===== src/rtl/carrier_phase_scheduler.sv =====
// carrier_phase_scheduler: computes interleaved carrier angles, sequences ramp reset/release, and runs the carrier-0 timebase.
module carrier_phase_scheduler #(
  parameter int N_CARR = 9,
  parameter int PRD = 450,
  parameter int W = 11,
  parameter int LOAD_CYC = 2
) (
  input  logic                clk,
  input  logic                rst,
  input  logic                en,
  input  logic                upd_req,
  input  logic [W-1:0]        offset_in,
  output logic                upd_ack,
  output logic                upd_err,
  output logic [N_CARR*W-1:0] angle_bus,
  output logic                carr_rst_n,
  output logic [W-1:0]        tb_cnt,
  output logic                sync,
  output logic                running
);
  localparam int STEP = 2 * PRD / N_CARR;
  localparam int IW = $clog2(N_CARR + 1);
  localparam int LW = $clog2(LOAD_CYC + 1);
  localparam logic [W:0] PER = (W+1)'(2 * PRD);
  localparam logic [W:0] STEP_W = (W+1)'(STEP);
  localparam logic [W-1:0] TOP = W'(2 * PRD - 1);
  localparam logic [IW-1:0] LAST = IW'(N_CARR - 1);
  localparam logic [LW-1:0] LLAST = LW'(LOAD_CYC - 1);
  typedef enum logic [2:0] {IDLE, CALC, LOAD, RUN, CALC_BG, PEND, RELOAD} state_t;
  state_t state;
  logic [W-1:0] off, acc, acc_nxt, tb_nxt;
  logic [W:0] acc_sum;
  logic [W-1:0] shadow [N_CARR];
  logic [IW-1:0] idx;
  logic [LW-1:0] lcnt;
  always_comb begin
    acc_sum = {1'b0, acc} + STEP_W;
    acc_nxt = acc_sum >= PER ? W'(acc_sum - PER) : W'(acc_sum);
    tb_nxt = tb_cnt == TOP ? '0 : tb_cnt + 1'b1;
  end
  always_ff @(posedge clk) begin
    if (!rst) begin
      state <= IDLE;
      off <= '0;
      acc <= '0;
      idx <= '0;
      lcnt <= '0;
      for (int k = 0; k < N_CARR; k++) shadow[k] <= '0;
      angle_bus <= '0;
      carr_rst_n <= 1'b0;
      tb_cnt <= '0;
      upd_ack <= 1'b0;
      upd_err <= 1'b0;
      sync <= 1'b0;
      running <= 1'b0;
    end else begin
      upd_ack <= 1'b0;
      upd_err <= 1'b0;
      sync <= 1'b0;
      if (!en) begin
        state <= IDLE;
        carr_rst_n <= 1'b0;
        tb_cnt <= '0;
        running <= 1'b0;
      end else begin
        case (state)
          IDLE: begin
            state <= CALC;
            acc <= off;
            idx <= '0;
          end
          CALC, CALC_BG: begin
            shadow[idx] <= acc;
            acc <= acc_nxt;
            idx <= idx + 1'b1;
            if (state == CALC_BG) begin
              tb_cnt <= tb_nxt;
              sync <= tb_cnt == TOP;
            end
            // the last carrier is forwarded straight from acc so LOAD sees the full set
            if (idx == LAST) begin
              state <= state == CALC ? LOAD : PEND;
              lcnt <= '0;
              if (state == CALC)
                for (int k = 0; k < N_CARR; k++) angle_bus[k*W +: W] <= k == N_CARR - 1 ? acc : shadow[k];
            end
          end
          LOAD: begin
            lcnt <= lcnt + 1'b1;
            if (lcnt == LLAST) begin
              state <= RUN;
              carr_rst_n <= 1'b1;
              running <= 1'b1;
            end
          end
          RUN: begin
            tb_cnt <= tb_nxt;
            sync <= tb_cnt == TOP;
            if (upd_req && {1'b0, offset_in} < PER) begin
              off <= offset_in;
              acc <= offset_in;
              idx <= '0;
              upd_ack <= 1'b1;
              state <= CALC_BG;
            end else if (upd_req) begin
              upd_err <= 1'b1;
            end
          end
          PEND: begin
            if (tb_cnt == TOP) begin
              state <= RELOAD;
              for (int k = 0; k < N_CARR; k++) angle_bus[k*W +: W] <= shadow[k];
              carr_rst_n <= 1'b0;
              tb_cnt <= '0;
              sync <= 1'b1;
              running <= 1'b0;
            end else begin
              tb_cnt <= tb_nxt;
            end
          end
          RELOAD: begin
            state <= RUN;
            carr_rst_n <= 1'b1;
            running <= 1'b1;
          end
          default: state <= IDLE;
        endcase
      end
    end
  end
endmodule

===== config.mk =====
export PLATFORM = sky130hd
export DESIGN_NAME = carrier_phase_scheduler
export DESIGN_NICKNAME = d
export VERILOG_FILES = /design/src/rtl/carrier_phase_scheduler.sv
export SDC_FILE = /design/constraint.sdc
export NUM_CORES = 1
export LEC_CHECK = 0
export BUFFER_PORTS_ARGS = -buffer_cell sky130_fd_sc_hd__buf_4
export CAP_MARGIN = 5
export CORE_ASPECT_RATIO = 1.5
export CORE_UTILIZATION = 45
export DETAILED_ROUTE_END_ITERATION = 10
export GPL_ROUTABILITY_DRIVEN = 0
export HOLD_SLACK_MARGIN = 0.05
export REMOVE_ABC_BUFFERS = 1
export SLEW_MARGIN = 20
export SYNTH_ARGS = -nofsm -noshare
export SYNTH_HDL_FRONTEND = slang
export SYNTH_SLANG_ARGS = --single-unit

===== constraint.sdc =====
create_clock -name clk -period 4.7 [get_ports clk]
set_input_delay 0.94 -clock clk [delete_from_list [all_inputs] [get_ports clk]]
set_output_delay 0.94 -clock clk [all_outputs]
set_load 0.01 [all_outputs]

==> results of run 1 <==
worst max-delay path, cell delays in order (launching register included):
cell and delay, ns:
sky130_fd_sc_hd__dfxtp_1 0.36, sky130_fd_sc_hd__inv_1 0.12, sky130_fd_sc_hd__ha_1 0.56, sky130_fd_sc_hd__nand3b_1 0.32, sky130_fd_sc_hd__nand2_1 0.27, sky130_fd_sc_hd__nand4_4 0.53, sky130_fd_sc_hd__buf_4 0.53, sky130_fd_sc_hd__nand2_1 0.13
sky130_fd_sc_hd__a21boi_0 0.08
power by group:
group          internal [mW]  switching [mW]  total (mW)
Sequential              2.26          0.0595        2.32
Combinational          0.111           0.189       0.300
Clock                   1.17           0.783        1.96
Total                   3.54            1.03        4.58
stage by stage:
| step | hold WS [ns] | power (mW) | std cells | utilization [%] |
|---|---|---|---|---|
| finish | 0.433 | 4.58 | 1413 | 54.2 |
| global route | 0.451 | 4.75 | 1413 | 54.2 |
| CTS | 0.431 | 4.62 | 1413 | 54.2 |
| detailed placement | 0.422 | 2.67 | 1369 | 50.6 |
| global placement | 0.420 | 2.66 | 1369 | 50.6 |
| floorplan | 0.409 | 2.51 | 953 | - |
cell type report:
cell class,instances,area share (%)
repair buffers,140,8.74
flip-flops and latches,244,48.3
clock buffers,36,5.64
clock inverters,8,0.935
well taps,276,2.84
multi-input cells,701,33.3
inverters,8,0.247
synthesized netlist by cell type, types with 8 or more instances:
library cell	count
sky130_fd_sc_hd__buf_6	10
sky130_fd_sc_hd__ha_1	13
sky130_fd_sc_hd__a21boi_1	80
sky130_fd_sc_hd__nor3_1	11
sky130_fd_sc_hd__and3_1	66
sky130_fd_sc_hd__o211a_1	14
sky130_fd_sc_hd__mux2i_1	16
sky130_fd_sc_hd__xor2_1	8
sky130_fd_sc_hd__nor2_1	54
sky130_fd_sc_hd__clkbuf_1	63
sky130_fd_sc_hd__o21ai_0	18
sky130_fd_sc_hd__and2_1	13
sky130_fd_sc_hd__dfxtp_1	145
sky130_fd_sc_hd__nor2b_1	15
sky130_fd_sc_hd__a21boi_0	14
sky130_fd_sc_hd__buf_2	8
sky130_fd_sc_hd__nand3_1	37
sky130_fd_sc_hd__nand2_1	239
sky130_fd_sc_hd__edfxtp_1	99
sky130_fd_sc_hd__a21oi_1	13
cell usage in the layout (no fill, tap or decap), types with 6 or more instances in the layout:
cell type,n
sky130_fd_sc_hd__edfxtp_1,99
sky130_fd_sc_hd__xor2_1,8
sky130_fd_sc_hd__inv_1,6
sky130_fd_sc_hd__nor4_1,6
sky130_fd_sc_hd__mux2i_1,15
sky130_fd_sc_hd__nor2b_1,15
sky130_fd_sc_hd__a21oi_1,13
sky130_fd_sc_hd__dfxtp_1,145
sky130_fd_sc_hd__nand4_1,7
sky130_fd_sc_hd__nand2b_1,6
sky130_fd_sc_hd__a21boi_0,14
sky130_fd_sc_hd__and2_1,13
sky130_fd_sc_hd__clkbuf_1,9
sky130_fd_sc_hd__and3_1,66
sky130_fd_sc_hd__clkbuf_16,25
sky130_fd_sc_hd__nor2_1,54
sky130_fd_sc_hd__o21ai_0,18
sky130_fd_sc_hd__nand2_1,239
sky130_fd_sc_hd__o211a_1,14
sky130_fd_sc_hd__nand3_1,37
sky130_fd_sc_hd__a21boi_1,80
sky130_fd_sc_hd__nor3_1,11
sky130_fd_sc_hd__buf_4,139
sky130_fd_sc_hd__ha_1,13
logic make-up (layout without fill, tap and decap cells):
logic type,Yosys count,in the layout,synth area share (%)
multiplexers,18,18,1.77
flip-flops,244,244,56.8
buffers and inverters,92,192,4.24
AO/OA/AOI/OAI,181,181,12.9
AND/OR/NAND/NOR,476,476,21.6
adder cells (fa/ha/maj),13,13,1.57
XOR/XNOR,13,13,1.10
routing by layer:
metal	vias to the layer above	wire (µm)	global-route usage, %	part of all wire [%]
li1	3770	-	-	-
met1	3680	10300	25.5	43
met2	201	12100	35.9	50
met3	44	1120	2.77	4.6
met4	0	672	7.51	2.8
met5	-	0	0	0
worst max-delay path by stage:
stage,startpoint,endpoint,slack (ns),cells after the start
floorplan,state[2],shadow[0][0],0.30,4
global placement,offset_in[3],idx[3],1.56,7
detailed placement,offset_in[3],idx[3],1.56,7
CTS,idx[0],angle_bus[21],1.61,8
global route,idx[0],angle_bus[97],1.32,8
finish,idx[0],angle_bus[24],1.64,8
sequential cells by signal, indices dropped and copies added, names as in the netlist:
name       count
acc           11
state          3
lcnt           2
idx            4
upd_ack        1
angle_bus     99
shadow        99
running        1
upd_err        1
sync           1
off           11
tb_cnt        11
==> results.md, run 1 <==
| Quantity | Value |
| --- | --- |
| Post-route design area | 0.0122 mm² |
| Worst vdd rail ir drop | 0.331 mV |
| Antenna diodes | 0 |
| Hold path startpoint | off[10] |
| Count of nets after finishing | 1147 |
| Total of buffers placed on input and output ports | 129 |
| # IOs | 130 |
| Average routed wire per standard cell | 17.2 µm |
| Initial antenna violation count | 0 |
| Synthesis-stage register bit count | 244 |
| Hold Crit Endpoint | off[10] |
| Minimum setup slack in the final design | 1.64 ns |
| Global Route Usage Sum | 20.4% |
| Startpoint of the worst register-to-register path | idx[0] |
| Post-synth EDFFs | 99 |
| Portion of synthesized cell area occupied by the leading cell type | 28.8% |
| Remaining max-slew budget at the tightest pin | 43.2% |
| Number of clock sinks seen by CTS | 244 |
| F_max | 0.327 GHz |
| Area of the die | 0.0236 mm² |
| Result of the run | completed |
| Core outline area | 0.0225 mm² |
| TritonCTS buffer count | 24 |
| TNS Setup | 0 ns |
| Synthesis-to-finish area growth | 17.7% |
| Vias per Instance | 5.45 |
| Source-to-sink clock delay at the later pin of the worst-skew pair | 0.51 ns |
| Pre-antenna DRT Iters | 5 |
| Die outline width | 126 µm |
| Number of buffers added to fix hold violations after cts | 0 |
| Post-route DRC violation count | 0 |
| Top cells by area in the synthesized netlist | sky130_fd_sc_hd__edfxtp_1, sky130_fd_sc_hd__dfxtp_1, sky130_fd_sc_hd__nand2_1 |
| Largest net degree at the start of global routing | 86 |
| Class of the worst hold path | reg -> reg |
| Number of fill cells | 2127 |
| Leakage | 4.87 nW |
| Final Hold Vio Count | 0 |
| Sequential fraction of the synthesis area | 56.8% |
| Vias | 7695 |
| Launching element type of the critical path | register |
| CTS root buf | sky130_fd_sc_hd__clkbuf_16 |
| Terminus of the critical flop-to-flop path | angle_bus[24] |
| Top_reg_cell synth | sky130_fd_sc_hd__dfxtp_1 |
| Synth Area per Inst | 9.97 µm² |
| Clock tree from TritonCTS | built |
| Flop-to-flop setup slack | 1.64 ns |
| Count of buffers added by post-CTS timing repair for setup | 0 |
| Rows | 67 |
| Detailed placer's ending HPWL | 15200 µm |
| Area of combinational cells with multiple inputs | 0.00406 mm² |
| Count of routing violations after the opening detailed-route iteration | 391 |
| RSZ-0062 raised after global routing | false |
| Number of instances in the synthesized netlist | 1037 |
| Number of global-route vias before repair | 7267 |
| Share of final-layout standard cells stronger than drive strength 1 | 16.7% |
| Worst-path clk slew | 0.06 ns |
| MaxCap Viol Count | 0 |
| DRT Wirelength | 24200 µm |
| Clock skew | 0.00843 ns |
| DP Area | 0.0114 mm² |
| Global-route wire length before repair | 38600 µm |
| Number of unique standard cell types used by synthesis | 61 |
| Initial Util | 46.0% |
| Post-place setup slack | 1.56 ns |
| Period Utilization, post-route | 65.1% |
| Cell type with the highest aggregate area in the netlist | sky130_fd_sc_hd__edfxtp_1 |
| Power per Cell Area | 376 mW/mm² |
| Start-to-end type of the worst setup path | reg -> reg |
| Worst Path Arrival | 3.45 ns |
| Cell count of the worst reg-to-reg path | 8 |
| Data required time at the worst endpoint | 5.09 ns |
| Overflow after GRT | 0 |
| Crit path time final | 3.06 ns |
| Total number of yosys warnings | 0 |
| Maximum fanout along the worst path | 49 |
| Final setup violating endpoints | 0 |
| Worst Hold Path Cells | 2 |
| Count of nets left with antenna violations after detail routing | 0 |
| Critical path capture point type | register |
| Maximum number of buffers from clock root to sink | 3 |
| Share of async-settable or async-resettable flops after synthesis | 0% |
| Vertical die dimension | 188 µm |
| Transition time of the tightest slew-check pin | 0.851 ns |
| Number of pins with negative max-slew slack in the final report | 0 |
| Register area | 0.00588 mm² |
| H-tree depth reported by CTS | 1 |
| Syn Std Cell Area | 0.0103 mm² |
| Count of instances resized after the clock tree is built | 0 |
No activity file was read; power rests on OpenSTA's default activity.
==> inputs of run 2 (changes only) <==
--- a/config.mk
+++ b/config.mk
@@ -12,6 +12,7 @@
 export DETAILED_ROUTE_END_ITERATION = 10
 export GPL_ROUTABILITY_DRIVEN = 0
 export HOLD_SLACK_MARGIN = 0.05
+export PLACE_DENSITY = 0.67
 export REMOVE_ABC_BUFFERS = 1
 export SLEW_MARGIN = 20
 export SYNTH_ARGS = -nofsm -noshare
==> constraint.sdc (replaced) <==
create_clock -name clk -period 2.69 [get_ports clk]
set_input_delay 0.538 -clock clk [delete_from_list [all_inputs] [get_ports clk]]
set_output_delay 0.538 -clock clk [all_outputs]
set_load 0.01 [all_outputs]
==> run 2 against run 1 <==
Count of clock-buffer cells in the layout fell by 3; cell count up 2.5%; design area rose by 2.2%; fmax up 27%; setup slack got worse by 1.4 ns; via count is 1.3% higher; first-iteration DRC count up 36%; largest cell class unchanged.
==> results.md, run 2 (synthesis results as in run 1) <==
| Quantity | Value | Delta |
| --- | --- | --- |
| Result of the run | completed | unchanged |
| Initial antenna violation count | 0 | unchanged |
| Source-to-sink clock delay at the later pin of the worst-skew pair | 0.51 ns | about the same |
| Remaining max-slew budget at the tightest pin | 62.4% | was 43.2% |
| Number of clock sinks seen by CTS | 244 | unchanged |
| Register area | 0.00588 mm² | unchanged |
| Global Route Usage Sum | 20.4% | about the same |
| Antenna diodes | 0 | unchanged |
| Critical path launch point | state[1] | was idx[0] |
| Wire length on met3 | 1060 µm | was 1120 µm |
| Dominant cell type by count on the critical path | sky130_fd_sc_hd__nand2_1 | unchanged |
| Final Hold Vio Count | 0 | unchanged |
| Detailed placer's ending HPWL | 15900 µm | was 15200 µm |
| Vertical die dimension | 188 µm | unchanged |
| Vias | 7798 | was 7695 |
| Cell with the largest stage delay on the worst path | sky130_fd_sc_hd__nand2_1 | was sky130_fd_sc_hd__ha_1 |
| RSZ-0062 raised after global routing | false | unchanged |
| Maximum number of buffers from clock root to sink | 3 | unchanged |
| Pre-antenna DRT Iters | 5 | unchanged |
| Cell count of the worst reg-to-reg path | 7 | was 8 |
| Crit path to | shadow[2][0] | was angle_bus[24] |
| Count of buffers added by post-CTS timing repair for setup | 0 | unchanged |
| H-tree depth reported by CTS | 1 | unchanged |
| Count of routing violations after the opening detailed-route iteration | 530 | was 391 |
| Period Utilization, post-route | 89.9% | was 65.1% |
| Area of the die | 0.0236 mm² | unchanged |
| Worst vdd rail ir drop | 0.440 mV | was 0.331 mV |
| Largest net degree at the start of global routing | 141 | was 86 |
| Terminus of the critical flop-to-flop path | shadow[2][0] | was angle_bus[24] |
| Leading cell type in the layout, fill and taps excluded | sky130_fd_sc_hd__nand2_1 | unchanged |
| WP depth | 7 | was 8 |
| Crit path cell chain | inv_1 -> ha_1 -> mux2i_2 -> nor4_2 -> buf_12 -> nand2_1 -> nand2_1 | was inv_1 -> ha_1 -> nand3b_1 -> nand2_1 -> nand4_4 -> buf_4 -> nand2_1 -> a21boi_0 |
| Vias per Instance | 5.39 | was 5.45 |
| Clock tree from TritonCTS | built | unchanged |
| WP buf/inv | 2 | unchanged |
| Clock skew | 0.0134 ns | was 0.00843 ns |
| Worst Path Arrival | 2.57 ns | was 3.45 ns |
| Rows | 67 | unchanged |
| Data required time at the worst endpoint | 2.84 ns | was 5.09 ns |
| Critical path capture point type | register | unchanged |
| Area of combinational cells with multiple inputs | 0.00406 mm² | about the same |
| Global-route wire length before repair | 39000 µm | was 38600 µm |
| Number of pins with negative max-slew slack in the final report | 0 | unchanged |
| WL met1 | 10100 µm | was 10300 µm |
| Flop-to-flop setup slack | 0.27 ns | was 1.64 ns |
| Top metal layer carrying routed signals | met4 | unchanged |
| MaxCap Viol Count | 0 | unchanged |
| DP Area | 0.0117 mm² | was 0.0114 mm² |
| Number of global-route vias before repair | 7524 | was 7267 |
| # IOs | 130 | unchanged |
| Transition time of the tightest slew-check pin | 0.563 ns | was 0.851 ns |
| Number of buffers added to fix hold violations after cts | 0 | unchanged |
| Start-to-end type of the worst setup path | reg -> reg | unchanged |
| TNS Setup | 0 ns | unchanged |
| Total of buffers placed on input and output ports | 129 | unchanged |
| Crit path time final | 2.42 ns | was 3.06 ns |
| Overflow after GRT | 0 | unchanged |
| Power per Cell Area | 625 mW/mm² | was 376 mW/mm² |
| Leading cell types in the layout, fill and taps excluded | sky130_fd_sc_hd__nand2_1, sky130_fd_sc_hd__buf_4, sky130_fd_sc_hd__dfxtp_1 | was sky130_fd_sc_hd__nand2_1, sky130_fd_sc_hd__dfxtp_1, sky130_fd_sc_hd__buf_4 |
| Class of the worst hold path | in -> reg | was reg -> reg |
| F_max | 0.413 GHz | was 0.327 GHz |
| Delay of the slowest cell on the worst path | 0.39 ns | was 0.56 ns |
| Number of fill cells | 2072 | was 2127 |
| Met2 WL | 12500 µm | was 12100 µm |
| Maximum fanout along the worst path | 36 | was 49 |
| Largest registers | angle_bus: 99 flops, shadow: 99 flops | unchanged |
| Worst-path clk slew | 0.06 ns | about the same |
| Core outline area | 0.0225 mm² | unchanged |
| Share of final-layout standard cells stronger than drive strength 1 | 19.1% | was 16.7% |
| Post-route DRC violation count | 0 | unchanged |
| TritonCTS buffer count | 23 | was 24 |
| Count of instances resized after the clock tree is built | 0 | unchanged |
| DRT Wirelength | 24200 µm | about the same |
| Die outline width | 126 µm | unchanged |
| Leakage | 5.03 nW | was 4.87 nW |
| Synthesis-to-finish area growth | 20.3% | was 17.7% |
| Launching element type of the critical path | register | unchanged |
| Top delay family on crit path | simple AND/OR/NAND/NOR gates | unchanged |
| CTS root buf | sky130_fd_sc_hd__clkbuf_16 | unchanged |
| Count of nets after finishing | 1183 | was 1147 |
| Post-route design area | 0.0124 mm² | was 0.0122 mm² |
| Initial Util | 46.0% | unchanged |
| Count of nets left with antenna violations after detail routing | 0 | unchanged |
| Average routed wire per standard cell | 16.7 µm | was 17.2 µm |
| Final setup violating endpoints | 0 | unchanged |
| Startpoint of the worst register-to-register path | state[1] | was idx[0] |
==> run 2: metal layers <==
metal	vias to the layer above	GRT usage (%)
met5	-	0
met4	0	6.02
met1	3741	25.4
met3	35	2.51
met2	185	36.8
li1	3837	-
==> run 2: per-stage QoR <==
stage	total power [mW]	setup slack (ns)	util, %	std cells	hold slack, ns
3_5_place_dp	4.71	0.154	52.1	1406	0.421
5_1_grt	8.08	0.0904	55.4	1448	0.297
2_1_floorplan	4.38	-1.71	-	953	0.409
4_1_cts	7.85	0.155	55.3	1448	0.287
3_3_place_gp	4.70	0.217	52.1	1406	0.420
6_report	7.78	0.271	55.4	1448	0.300
==> run 2: power breakdown <==
group	internal, mW	leakage, nW	switching, mW
registers	3.95	2.20	0.0644
logic	0.239	2.48	0.375
clock network	1.81	0.347	1.35
total	6.00	5.03	1.78
==> run 2: worst min-delay path by stage <==
stage	from	to	slack (ns)	cells past startpoint
after global placement	off[10]	off[10]	0.42	2
final	upd_req	upd_err	0.30	3
after CTS	upd_req	upd_err	0.29	3
after floorplan	off[10]	off[10]	0.41	2
after detailed placement	off[10]	off[10]	0.42	2
after global routing	upd_req	upd_err	0.30	3
==> run 2: area by class of cell <==
| class | count | share of cell area (%) |
|---|---|---|
| Clock buffer | 33 | 5.01 |
| Clock inverter | 9 | 0.795 |
| Inverter | 8 | 0.241 |
| Multi-Input combinational cell | 701 | 32.7 |
| Sequential cell | 244 | 47.2 |
| Tap cell | 276 | 2.78 |
| Timing Repair Buffer | 177 | 11.3 |
==> run 2: worst reg2reg max path, stage by stage, from the launching register on <==
cell	delay [ns]
sky130_fd_sc_hd__dfxtp_1	0.36
sky130_fd_sc_hd__inv_1	0.10
sky130_fd_sc_hd__ha_1	0.30
sky130_fd_sc_hd__mux2i_2	0.19
sky130_fd_sc_hd__nor4_2	0.36
sky130_fd_sc_hd__buf_12	0.23
sky130_fd_sc_hd__nand2_1	0.13
sky130_fd_sc_hd__nand2_1	0.39
==> inputs of run 3 (changes only) <==
--- a/config.mk
+++ b/config.mk
@@ -8,6 +8,7 @@
 export BUFFER_PORTS_ARGS = -buffer_cell sky130_fd_sc_hd__buf_4
 export CAP_MARGIN = 5
 export CORE_ASPECT_RATIO = 1.5
+export CORE_MARGIN = 3
 export CORE_UTILIZATION = 45
 export DETAILED_ROUTE_END_ITERATION = 10
 export GPL_ROUTABILITY_DRIVEN = 0
==> constraint.sdc (replaced) <==
create_clock -name clk -period 2.19 [get_ports clk]
set_input_delay 0.438 -clock clk [delete_from_list [all_inputs] [get_ports clk]]
set_output_delay 0.438 -clock clk [all_outputs]
set_load 0.01 [all_outputs]
==> run 3 against run 2 <==
The run now ends with negative setup slack left; largest power group unchanged; flip-flop and latch count stayed put; design area is 8.4% higher; register-to-register slack worse by 0.36 ns; global-route usage is 0.46 points lower; first-iteration DRC count is 12% higher; core utilization is 4.6 points higher; total power is 29% higher; wire length is 10% higher; die area is 5.4% higher.
==> results.md, run 3 (synthesis results as in run 1) <==
| Quantity | Value | Delta |
| --- | --- | --- |
| Result of the run | finished with violations | was completed |
| Violations in the final reports | negative setup slack |  |
| Vias | 8193 | was 7798 |
| Global Route Usage Sum | 20.0% | was 20.4% |
| Vertical die dimension | 192 µm | was 188 µm |
| Worst-path clk slew | 0.06 ns | about the same |
| Overflow after GRT | 0 | unchanged |
| Worst Hold Path Cells | 3 | unchanged |
| Source-to-sink clock delay at the later pin of the worst-skew pair | 0.52 ns | was 0.51 ns |
| Count of nets left with antenna violations after detail routing | 0 | unchanged |
| Terminus of the critical flop-to-flop path | angle_bus[89] | was shadow[2][0] |
| Vias per Instance | 5.38 | was 5.39 |
| Transition time of the tightest slew-check pin | 0.600 ns | was 0.563 ns |
| Rows | 67 | unchanged |
| Final Hold Vio Count | 0 | unchanged |
| Data required time at the worst endpoint | 2.59 ns | was 2.84 ns |
| Period Utilization, post-route | 104% | was 89.9% |
| DRT Wirelength | 26700 µm | was 24200 µm |
| Largest registers | angle_bus: 99 flops, shadow: 99 flops | unchanged |
| CTS root buf | sky130_fd_sc_hd__clkbuf_16 | unchanged |
| Detailed placer's ending HPWL | 16600 µm | was 15900 µm |
| Dpl cells | 1459 | was 1406 |
| Share of final-layout standard cells stronger than drive strength 1 | 26.7% | was 19.1% |
| F_max | 0.439 GHz | was 0.413 GHz |
| Pre-antenna DRT Iters | 5 | unchanged |
| Initial Util | 46.0% | unchanged |
| Count of nets after finishing | 1256 | was 1183 |
| Minimum setup slack in the final design | -0.0877 ns | was 0.271 ns |
| Count of routing violations after the opening detailed-route iteration | 592 | was 530 |
| Core outline area | 0.0225 mm² | unchanged |
| Maximum number of buffers from clock root to sink | 3 | unchanged |
| RSZ-0062 raised after global routing | true | was false |
| Average routed wire per standard cell | 17.5 µm | was 16.7 µm |
| Leading cell type in the layout, fill and taps excluded | sky130_fd_sc_hd__nand2_1 | unchanged |
| Worst Path Arrival | 2.68 ns | was 2.57 ns |
| Count of placed standard cells in the final layout, fillers left out | 1522 | was 1448 |
| Largest net degree at the start of global routing | 139 | was 141 |
| Final setup violating endpoints | 83 | was 0 |
| Number of fill cells | 1924 | was 2072 |
| Maximum fanout along the worst path | 6 | was 36 |
| MaxCap Viol Count | 0 | unchanged |
| Remaining max-slew budget at the tightest pin | 60.0% | was 62.4% |
| Leading cell types in the layout, fill and taps excluded | sky130_fd_sc_hd__nand2_1, sky130_fd_sc_hd__buf_4, sky130_fd_sc_hd__dfxtp_1 | unchanged |
| Area of combinational cells with multiple inputs | 0.00419 mm² | was 0.00406 mm² |
| Number of pins with negative max-slew slack in the final report | 0 | unchanged |
| Leakage | 5.56 nW | was 5.03 nW |
| Cell count of the worst reg-to-reg path | 8 | was 7 |
| Hold Crit Endpoint | upd_err | unchanged |
| Antenna diodes | 0 | unchanged |
| Number of global-route vias before repair | 7879 | was 7524 |
| Crit path time final | 2.28 ns | was 2.42 ns |
| Power per Cell Area | 743 mW/mm² | was 625 mW/mm² |
| Initial antenna violation count | 0 | unchanged |
| Total of buffers placed on input and output ports | 129 | unchanged |
| TritonCTS buffer count | 24 | was 23 |
| Number of clock sinks seen by CTS | 244 | unchanged |
| Number of buffers added to fix hold violations after cts | 0 | unchanged |
| Overall power of the completed layout | 10.0 mW | was 7.78 mW |
| H-tree depth reported by CTS | 1 | unchanged |
| Class of the worst hold path | in -> reg | unchanged |
| Worst vdd rail ir drop | 0.652 mV | was 0.440 mV |
| Area of the die | 0.0249 mm² | was 0.0236 mm² |
| Start-to-end type of the worst setup path | reg -> reg | unchanged |
| Launching element type of the critical path | register | unchanged |
| Flop-to-flop setup slack | -0.09 ns | was 0.27 ns |
| Hold path startpoint | upd_req | unchanged |
| Synthesis-to-finish area growth | 30.4% | was 20.3% |
| Post-route DRC violation count | 0 | unchanged |
| Global-route wire length before repair | 40200 µm | was 39000 µm |
| Startpoint of the worst register-to-register path | tb_cnt[2] | was state[1] |
| # IOs | 130 | unchanged |
| Clock tree from TritonCTS | built | unchanged |
| Die outline width | 130 µm | was 126 µm |
| Register area | 0.00588 mm² | about the same |
| Post-place setup slack | -0.156 ns | was 0.154 ns |
| Clock skew | 0.0103 ns | was 0.0134 ns |
| Critical path capture point type | register | unchanged |
| Final core utilization | 60.0% | was 55.4% |
run 3: worst max-delay path, stage by stage (launching register included):
cell                        delay, ns
sky130_fd_sc_hd__dfxtp_2         0.32
sky130_fd_sc_hd__or4_4           0.53
sky130_fd_sc_hd__or4_4           0.45
sky130_fd_sc_hd__nand2_4         0.10
sky130_fd_sc_hd__and4_4          0.31
sky130_fd_sc_hd__buf_4           0.14
sky130_fd_sc_hd__clkbuf_16       0.13
sky130_fd_sc_hd__nand3_1         0.07
sky130_fd_sc_hd__o211a_1         0.12
run 3: how the worst max path moves through the flow:
stage | from | end | slack (ns) | cells after the start
floorplan | state[2] | shadow[0][0] | -2.21 | 4
global placement | offset_in[3] | idx[3] | -0.12 | 7
detailed placement | offset_in[3] | acc[7] | -0.16 | 7
CTS | tb_cnt[2] | angle_bus[84] | -0.03 | 7
global route | tb_cnt[2] | angle_bus[10] | -0.15 | 8
finish | tb_cnt[2] | angle_bus[89] | -0.09 | 8
run 3: layout make-up:
type	count	share of cell area [%]
Sequential cell	244	43.6
Multi-Input combinational cell	702	31.1
Clock inverter	7	0.538
Clock buffer	37	5.43
Tap cell	276	2.56
Inverter	8	0.223
Timing Repair Buffer	248	16.6
run 3: timing repair:
action,4_1_cts,5_1_grt
gates cloned,2,10
pin swaps,1,8
gates resized for setup,13,36
setup endpoints to repair,72,160
buffers inserted,1,6
run 3: power by group:
part           switching, mW  internal [mW]  leakage [nW]  total (mW)
Clock                   1.71           2.43         0.390        4.15
Combinational          0.537          0.423          2.97       0.960
Sequential            0.0639           4.85          2.20        4.91
Total                   2.31           7.71          5.56        10.0
run 3: through the flow:
stage / TNS, ns / instance area (µm²) / hold slack, ns
after floorplan: -436.94 / 9930 / 0.409
after global placement: -1.77 / 12200 / 0.425
after detailed placement: -2.83 / 12200 / 0.434
after CTS: -0.293 / 13100 / 0.178
after global routing: -8.18 / 13500 / 0.197
final: -2.86 / 13500 / 0.196
run 3: layer usage:
layer	routed length, µm	track usage (%)	up-vias
li1	-	-	4007
met1	10500	24.5	3932
met2	14100	36.1	201
met3	1270	2.59	53
met4	820	6.24	0
met5	0	0	-
